[config.mk]
export PLATFORM = sky130hd
export DESIGN_NAME = dist_scan_queue
export DESIGN_NICKNAME = d
export VERILOG_FILES = /design/src/rtl/dist_scan_queue.sv
export SDC_FILE = /design/constraint.sdc
export NUM_CORES = 1
export LEC_CHECK = 0
export BUFFER_PORTS_ARGS = -buffer_cell sky130_fd_sc_hd__buf_2
export CAP_MARGIN = 20
export CORE_UTILIZATION = 25
export DETAILED_ROUTE_END_ITERATION = 16
export MAX_ROUTING_LAYER = met4
export PLACE_DENSITY = 0.44
export SETUP_SLACK_MARGIN = 0.15
export SLEW_MARGIN = 20
export SYNTH_ARGS = -nofsm -noshare
export SYNTH_HDL_FRONTEND = slang
export SYNTH_SLANG_ARGS = --single-unit
[constraint.sdc]
create_clock -name clock -period 21.1 [get_ports clock]
set_input_delay 2.11 -clock clock [delete_from_list [all_inputs] [get_ports clock]]
set_output_delay 2.11 -clock clock [all_outputs]
set_load 0.02 [all_outputs]
[src/rtl/dist_scan_queue.sv]
// Dijkstra distance store and min-priority queue: per-node distance and visited bit,
// served by INIT / RELAX / READ commands and a LANES-wide multi-cycle POP_MIN scan.
`ifndef DEFAULT_MAX_NODES
`define DEFAULT_MAX_NODES 8
`endif
`ifndef DEFAULT_INDEX_WIDTH
`define DEFAULT_INDEX_WIDTH 4
`endif
`ifndef DEFAULT_VALUE_WIDTH
`define DEFAULT_VALUE_WIDTH 16
`endif

module dist_scan_queue #(
  parameter int MAX_NODES   = `DEFAULT_MAX_NODES,
  parameter int INDEX_WIDTH = `DEFAULT_INDEX_WIDTH,
  parameter int VALUE_WIDTH = `DEFAULT_VALUE_WIDTH,
  parameter int LANES       = 4
) (
  input  logic                   clock,
  input  logic                   reset,
  input  logic                   cmd_valid,
  output logic                   cmd_ready,
  input  logic [1:0]             cmd_op,
  input  logic [INDEX_WIDTH-1:0] cmd_index,
  input  logic [VALUE_WIDTH-1:0] cmd_value,
  output logic                   rsp_valid,
  output logic [INDEX_WIDTH-1:0] rsp_index,
  output logic [VALUE_WIDTH-1:0] rsp_value,
  output logic                   rsp_updated,
  output logic                   rsp_empty,
  output logic [INDEX_WIDTH:0]   visited_count
);

  localparam int S  = (MAX_NODES + LANES - 1) / LANES;
  localparam int CW = (S > 1) ? $clog2(S) : 1;
  localparam logic [1:0] OP_INIT  = 2'b00;
  localparam logic [1:0] OP_RELAX = 2'b01;
  localparam logic [1:0] OP_READ  = 2'b10;
  localparam logic [VALUE_WIDTH-1:0] INF = {VALUE_WIDTH{1'b1}};

  typedef enum logic [1:0] {ST_IDLE = 2'd0, ST_RESP = 2'd1, ST_SCAN = 2'd2} state_t;

  state_t                 r_state;
  state_t                 w_next_state;
  logic [VALUE_WIDTH-1:0] r_dist [MAX_NODES];
  logic [MAX_NODES-1:0]   r_visited;
  logic [INDEX_WIDTH:0]   r_visited_count;
  logic [CW-1:0]          r_chunk;
  logic                   r_best_found;
  logic [INDEX_WIDTH-1:0] r_best_idx;
  logic [VALUE_WIDTH-1:0] r_best_val;
  logic                   r_cmd_ready;
  logic                   r_rsp_valid;
  logic [INDEX_WIDTH-1:0] r_rsp_index;
  logic [VALUE_WIDTH-1:0] r_rsp_value;
  logic                   r_rsp_updated;
  logic                   r_rsp_empty;

  logic                   w_accept;
  logic                   w_last;
  logic                   w_sel_hit;
  logic                   w_sel_vis;
  logic [VALUE_WIDTH-1:0] w_sel_dist;
  logic                   w_relax_upd;
  logic                   w_best_found;
  logic [INDEX_WIDTH-1:0] w_best_idx;
  logic [VALUE_WIDTH-1:0] w_best_val;

  assign w_accept    = cmd_valid & r_cmd_ready;
  assign w_last      = (r_chunk == CW'(S - 1));
  assign w_relax_upd = w_sel_hit & ~w_sel_vis & (cmd_value < w_sel_dist);

  // Addressed-node lookup; an out-of-range index misses and reads as INFINITY.
  always_comb begin
    w_sel_hit  = 1'b0;
    w_sel_vis  = 1'b0;
    w_sel_dist = INF;
    for (int n = 0; n < MAX_NODES; n++) begin
      if (cmd_index == INDEX_WIDTH'(n)) begin
        w_sel_hit  = 1'b1;
        w_sel_vis  = r_visited[n];
        w_sel_dist = r_dist[n];
      end else begin
        w_sel_hit  = w_sel_hit;
      end
    end
  end

  // Fold the current chunk into the running best; strict '<' in ascending order keeps the lowest index on ties.
  always_comb begin
    w_best_found = r_best_found;
    w_best_idx   = r_best_idx;
    w_best_val   = r_best_val;
    for (int n = 0; n < MAX_NODES; n++) begin
      if ((CW'(n / LANES) == r_chunk) && !r_visited[n] && (r_dist[n] != INF) &&
          (!w_best_found || (r_dist[n] < w_best_val))) begin
        w_best_found = 1'b1;
        w_best_idx   = INDEX_WIDTH'(n);
        w_best_val   = r_dist[n];
      end else begin
        w_best_found = w_best_found;
      end
    end
  end

  // Next-state logic.
  always_comb begin
    w_next_state = r_state;
    case (r_state)
      ST_IDLE: begin
        if (w_accept) begin
          w_next_state = (cmd_op == 2'b11) ? ST_SCAN : ST_RESP;
        end else begin
          w_next_state = ST_IDLE;
        end
      end
      ST_SCAN: w_next_state = w_last ? ST_RESP : ST_SCAN;
      ST_RESP: w_next_state = ST_IDLE;
      default: w_next_state = ST_IDLE;
    endcase
  end

  // State register, node storage and registered response.
  always_ff @(posedge clock) begin
    if (reset) begin
      r_state         <= ST_IDLE;
      r_cmd_ready     <= 1'b0;
      r_visited       <= '0;
      r_visited_count <= '0;
      r_chunk         <= '0;
      r_best_found    <= 1'b0;
      r_best_idx      <= '0;
      r_best_val      <= INF;
      r_rsp_valid     <= 1'b0;
      r_rsp_index     <= '0;
      r_rsp_value     <= '0;
      r_rsp_updated   <= 1'b0;
      r_rsp_empty     <= 1'b0;
      for (int n = 0; n < MAX_NODES; n++) r_dist[n] <= INF;
    end else begin
      r_state     <= w_next_state;
      r_cmd_ready <= (w_next_state == ST_IDLE);
      r_rsp_valid <= 1'b0;
      case (r_state)
        ST_IDLE: begin
          if (w_accept) begin
            r_chunk       <= '0;
            r_best_found  <= 1'b0;
            r_best_idx    <= '0;
            r_best_val    <= INF;
            r_rsp_index   <= cmd_index;
            r_rsp_updated <= 1'b0;
            r_rsp_empty   <= 1'b0;
            case (cmd_op)
              OP_INIT: begin
                r_rsp_valid     <= 1'b1;
                r_rsp_value     <= '0;
                r_visited       <= '0;
                r_visited_count <= '0;
                for (int n = 0; n < MAX_NODES; n++) begin
                  r_dist[n] <= (cmd_index == INDEX_WIDTH'(n)) ? '0 : INF;
                end
              end
              OP_RELAX: begin
                r_rsp_valid   <= 1'b1;
                r_rsp_updated <= w_relax_upd;
                r_rsp_value   <= w_relax_upd ? cmd_value : w_sel_dist;
                for (int n = 0; n < MAX_NODES; n++) begin
                  if (w_relax_upd && (cmd_index == INDEX_WIDTH'(n))) r_dist[n] <= cmd_value;
                end
              end
              OP_READ: begin
                r_rsp_valid <= 1'b1;
                r_rsp_value <= w_sel_dist;
              end
              default: r_rsp_valid <= 1'b0;
            endcase
          end
        end
        ST_SCAN: begin
          r_chunk      <= r_chunk + CW'(1);
          r_best_found <= w_best_found;
          r_best_idx   <= w_best_idx;
          r_best_val   <= w_best_val;
          if (w_last) begin
            r_rsp_valid   <= 1'b1;
            r_rsp_updated <= 1'b0;
            if (w_best_found) begin
              r_rsp_empty     <= 1'b0;
              r_rsp_index     <= w_best_idx;
              r_rsp_value     <= w_best_val;
              r_visited_count <= r_visited_count + (INDEX_WIDTH + 1)'(1);
              for (int n = 0; n < MAX_NODES; n++) begin
                if (w_best_idx == INDEX_WIDTH'(n)) r_visited[n] <= 1'b1;
              end
            end else begin
              r_rsp_empty <= 1'b1;
              r_rsp_index <= '0;
              r_rsp_value <= INF;
            end
          end
        end
        default: r_rsp_valid <= 1'b0;
      endcase
    end
  end

  assign cmd_ready     = r_cmd_ready;
  assign rsp_valid     = r_rsp_valid;
  assign rsp_index     = r_rsp_index;
  assign rsp_value     = r_rsp_value;
  assign rsp_updated   = r_rsp_updated;
  assign rsp_empty     = r_rsp_empty;
  assign visited_count = r_visited_count;

endmodule

==> results.txt <==
----------------------------------------------------
[Run status]
  Status ... complete, no violations

[Synth]
  Total of flip-flops plus latches after synthesis ... 189
  Post-synth net total ... between 1,500 and 2,000
  Largest cells by area after synthesis ... edfxtp_1 (27%), ha_1 (11%), dfxtp_1 (8.5%)
  Distinct cell type count after synthesis ... 90
  Most frequently used flop master after synthesis ... edfxtp_1
  EDFF count, synth ... ~130
  Most used standard cells in the synthesized netlist ... nand2_1 (259), o21ai_0 (151), ha_1 (132)
  Part of the Yosys area used for sequential elements ... between 30% and 40%
  Fraction of registers with async set/reset ... 0%
  Area share of the leading cell type in the synthesized netlist ... a little over a quarter
  Number of cells produced by synthesis ... approximately 1,700
  Count leader, synth ... nand2_1
  Warning count from the yosys run ... 0
  Post-synthesis cell type with the largest combined area ... edfxtp_1
  Synthesized cell area ... 14,400 um2
  Average cell area after synthesis ... roughly 8.6 um2

[Clock network]
  Total number of clock tree sinks ... roughly 190
  CTS Buffer Depth ... 2
  Clock latency on the worst-skew pair ... 0.51 ns
  Number of hold buffers added after cts ... 0
  Clock transition at the registers of the reported paths ... around 0.08 ns
  Root Driver ... clkbuf_16
  Total clock buffers created by CTS ... 17
  H-tree lvl count ... 4
  Clock tree from TritonCTS ... yes

[Detailed routing]
  First-pass iteration count of the detailed router ... 6
  Number of nets still failing antenna checks after routing ... 0
  Routed wire length ... ~68 mm
  Number of vias in the routed layout ... 13,883
  Wire length per cell after detailed routing ... approximately 27 um
  Remaining DRCs ... 0
  Detailed Route Iter0 Violations ... 1,515
  Via-to-Cell Ratio ... roughly 5.6

[Setup path]
  Data required time of the critical path ... 21.45 ns
  Critical path type ... flop to flop
  Slowest Stage Delay on Critical Path ... 0.61 ns
  Crit path capture type ... flop
  Worst setup slack for register-to-register paths ... 1.27 ns
  Type of element launching the critical path ... flop
  Terminus of the critical flop-to-flop path ... r_best_val[7]$_SDFFE_PP1P_
  Largest fanout on the critical path ... 18
  Worst R2R Start ... r_best_val[13]$_SDFFE_PP1P_
  Arrival time of the worst setup path ... 20.18 ns
  Buffers plus inverters on the worst setup path ... 10
  Largest delay contributor family on the critical path ... compound AO/OA/AOI/OAI gates
  Highest-delay cell along the critical path ... nor4_1
  Number of cells traversed by the worst register-to-register path ... 89

[Cells and area]
  Layout cell share with drive strength beyond 1 ... 11.8%
  # nets final ... ~1,900
  Sequential Area ... 5060 um2
  Area Growth Syn to Fin ... 13.6%
  Filler instances ... roughly 6,100
  Multi-input gate area in the final layout ... between 8000 and 9000 um2

[Power and ir drop]
  Cell Pwr Density ... a little over 80 nW/um2
  Fraction of power spent switching nets ... roughly 40%
  Comb pwr share ... between 40% and 50%
  Clock group share of total power ... roughly 26%
  Total internal power ... around 0.78 mW
  Maximum ir drop on the vdd rail ... just over 0.05 mV
  Total power consumption of the routed design ... between 1 and 1.5 mW
  Sequential Power Share ... approximately 31%
  Static leakage ... 6.44 nW
  Net switching power of the design ... between 0.5 and 0.6 mW

[Floorplanning]
  Row count ... 87
  Starting Density ... between 20% and 30%
  # IOs ... 54
  Full die area ... about 58,000 um2
  Width of the die ... around 240 um
  Core footprint ... 56,600 um2
  Floorplan die height ... 242 um

[Global route]
  Sum of overflow across all layers after global routing ... 0
  Antenna violations before repair ... 5
  All-Layer GR Usage ... between 20% and 30%
  Via count of the first global-routing pass ... between 10,000 and 15,000
  First-pass GRT wire length ... about 96 mm
  Pin count of the biggest net entering global routing ... 50

[STA]
  Slew at the pin closest to its max-slew limit ... between 1 and 1.5 ns
  Max Clk Rate ... a little over 0.05 GHz
  Setup repair after global routing missed its margin ... no
  Hold Vio Cnt, Final ... 0
  Time the worst path needs with I/O delays and setup ... 19.83 ns
  Number of setup violations in the final report ... 0
  Share of the clock period used by the worst path after layout ... around 94%
  Final max-slew violation count ... 0
  Max transition margin ... between 20% and 30%
  Final worst hold slack ... between 0.4 and 0.5 ns
  Final setup skew ... approximately 0.020 ns

[Hold path]
  Worst Hold Path EP ... rsp_empty$_SDFFE_PP0P_
  Hold Path Stages ... 2
  HP Start ... rsp_empty$_SDFFE_PP0P_
  Class of the tightest hold or removal check ... flop to flop

[Placement]
  Weighted congestion at the end of routability-driven global placement ... ~1
  Post-DP HPWL ... 51.5 mm
  Input/output buffers ... 53

[Run]
  Maxcap violations ... 0

----------------------------------------------------
-- power by group through the flow --
stage / logic [mW] / registers (mW) / clock network (mW)
6_report: 0.579 / 0.411 / 0.340
5_1_grt: 0.631 / 0.411 / 0.358
4_1_cts: 0.560 / 0.411 / 0.347
3_5_place_dp: 0.556 / 0.419 / 0
3_3_place_gp: 0.555 / 0.419 / 0
2_1_floorplan: 0.383 / 0.417 / 0
-- tightest hold or removal path, delay by kind of cell, from the launching register on --
kind / cells / cell delay [ns]
and+or+nand+nor: 1 / 0.05
AOI/OAI and AO/OA: 1 / 0.05
DFF: 1 / 0.31
-- cells by family after synthesis --
family	after synthesis	synth area share (%)
XOR/XNOR	6	0.366
multiplexers	64	4.80
flip-flops	189	35.2
AO/OA/AOI/OAI	528	24.2
adder cells (fa/ha/maj)	136	11.8
buffers and inverters	186	5.10
AND/OR/NAND/NOR	564	18.5
-- registers in the layout, indices dropped and copies added, names as in the netlist --
| register | flops |
|---|---|
| r_best_found | 1 |
| r_chunk | 1 |
| rsp_empty | 1 |
| rsp_value | 16 |
| r_visited | 8 |
| r_best_val | 16 |
| r_dist | 128 |
| rsp_updated | 1 |
| r_best_idx | 4 |
| r_state | 2 |
| rsp_valid | 1 |
| visited_count | 5 |
| cmd_ready | 1 |
| rsp_index | 4 |
-- metrics by stage --
stage / instances / area [um2] / setup TNS, ns / utilization (%) / setup slack (ns)
finish: 2480 / 16300 / 0 / 28.8 / 1.27
global route: 2480 / 16300 / 0 / 28.8 / 0.177
CTS: 2473 / 16200 / 0 / 28.6 / 0.254
detailed placement: 2440 / 15600 / -1.95 / 27.5 / -0.376
global placement: 2440 / 15600 / -2.50 / 27.5 / -0.376
floorplan: 1673 / 14400 / 0 / - / 1.76
-- cell usage in the layout (no fill, tap or decap), types with 8 or more instances in the layout --
master     Yosys  routed
o21ai_0      151     140
o31ai_1       35      32
o211ai_1      18      18
o21bai_1      16      16
nor3_1        14      13
a21oi_1       83      80
nand2_1      259     257
o221ai_1      14      14
buf_4          2      43
nor2b_1       22      22
mux2_2        18      18
nor2_1        91      89
dfxtp_1       61      61
or4_1          8       8
buf_2         10      53
inv_1        103     103
o21a_1        14      13
mux2i_1       42      38
clkbuf_16      0      18
a31oi_1       22      22
ha_1         132     132
nand4_1       61      61
a21o_1        26      25
o21ai_1       18      29
and3_1         8       8
nand2b_1      36      35
nand3_1       20      20
a22oi_1       19      19
o22ai_1       41      41
edfxtp_1     128     128
-- layout make-up --
cell class	instances	share of cell area, %
multi-input cells	1301	53.5
flip-flops and latches	189	31.0
well taps	756	5.79
repair buffers	96	3.60
clock buffers	18	2.76
inverters	104	2.39
clock inverters	14	0.889
diodes	2	0.0306
-- timing repair --
item | 4_1_cts | 5_1_grt
pin swaps | 1 | 3
buffers inserted | 0 | 3
setup endpoints to repair | 48 | 48
cloned | 1 | 2
resized for setup | 3 | 22
-- layer usage --
layer,up-vias,global-route usage (%),routed length [um]
li1,6336,-,-
met4,0,10.1,2930
met5,-,-,0
met1,6732,30.8,29900
met2,666,34.2,29300
met3,149,5.08,5790
-- worst max path at each step --
| stage | startpoint | end | slack [ns] | cells past startpoint |
|---|---|---|---|---|
| 2_1_floorplan | r_dist[0][15]$_DFFE_PP_ | rsp_value[10]$_SDFFE_PP0P_ | 1.76 | 115 |
| 3_3_place_gp | r_dist[0][13]$_DFFE_PP_ | r_best_val[7]$_SDFFE_PP1P_ | -0.38 | 88 |
| 3_5_place_dp | r_dist[0][14]$_DFFE_PP_ | r_best_val[7]$_SDFFE_PP1P_ | -0.38 | 90 |
| 4_1_cts | r_dist[0][14]$_DFFE_PP_ | r_best_val[7]$_SDFFE_PP1P_ | 0.25 | 92 |
| 5_1_grt | r_best_val[13]$_SDFFE_PP1P_ | r_best_val[11]$_SDFFE_PP1P_ | 0.18 | 101 |
| 6_report | r_best_val[13]$_SDFFE_PP1P_ | r_best_val[7]$_SDFFE_PP1P_ | 1.27 | 89 |
Note: power is estimated with default switching activity, not from simulation.
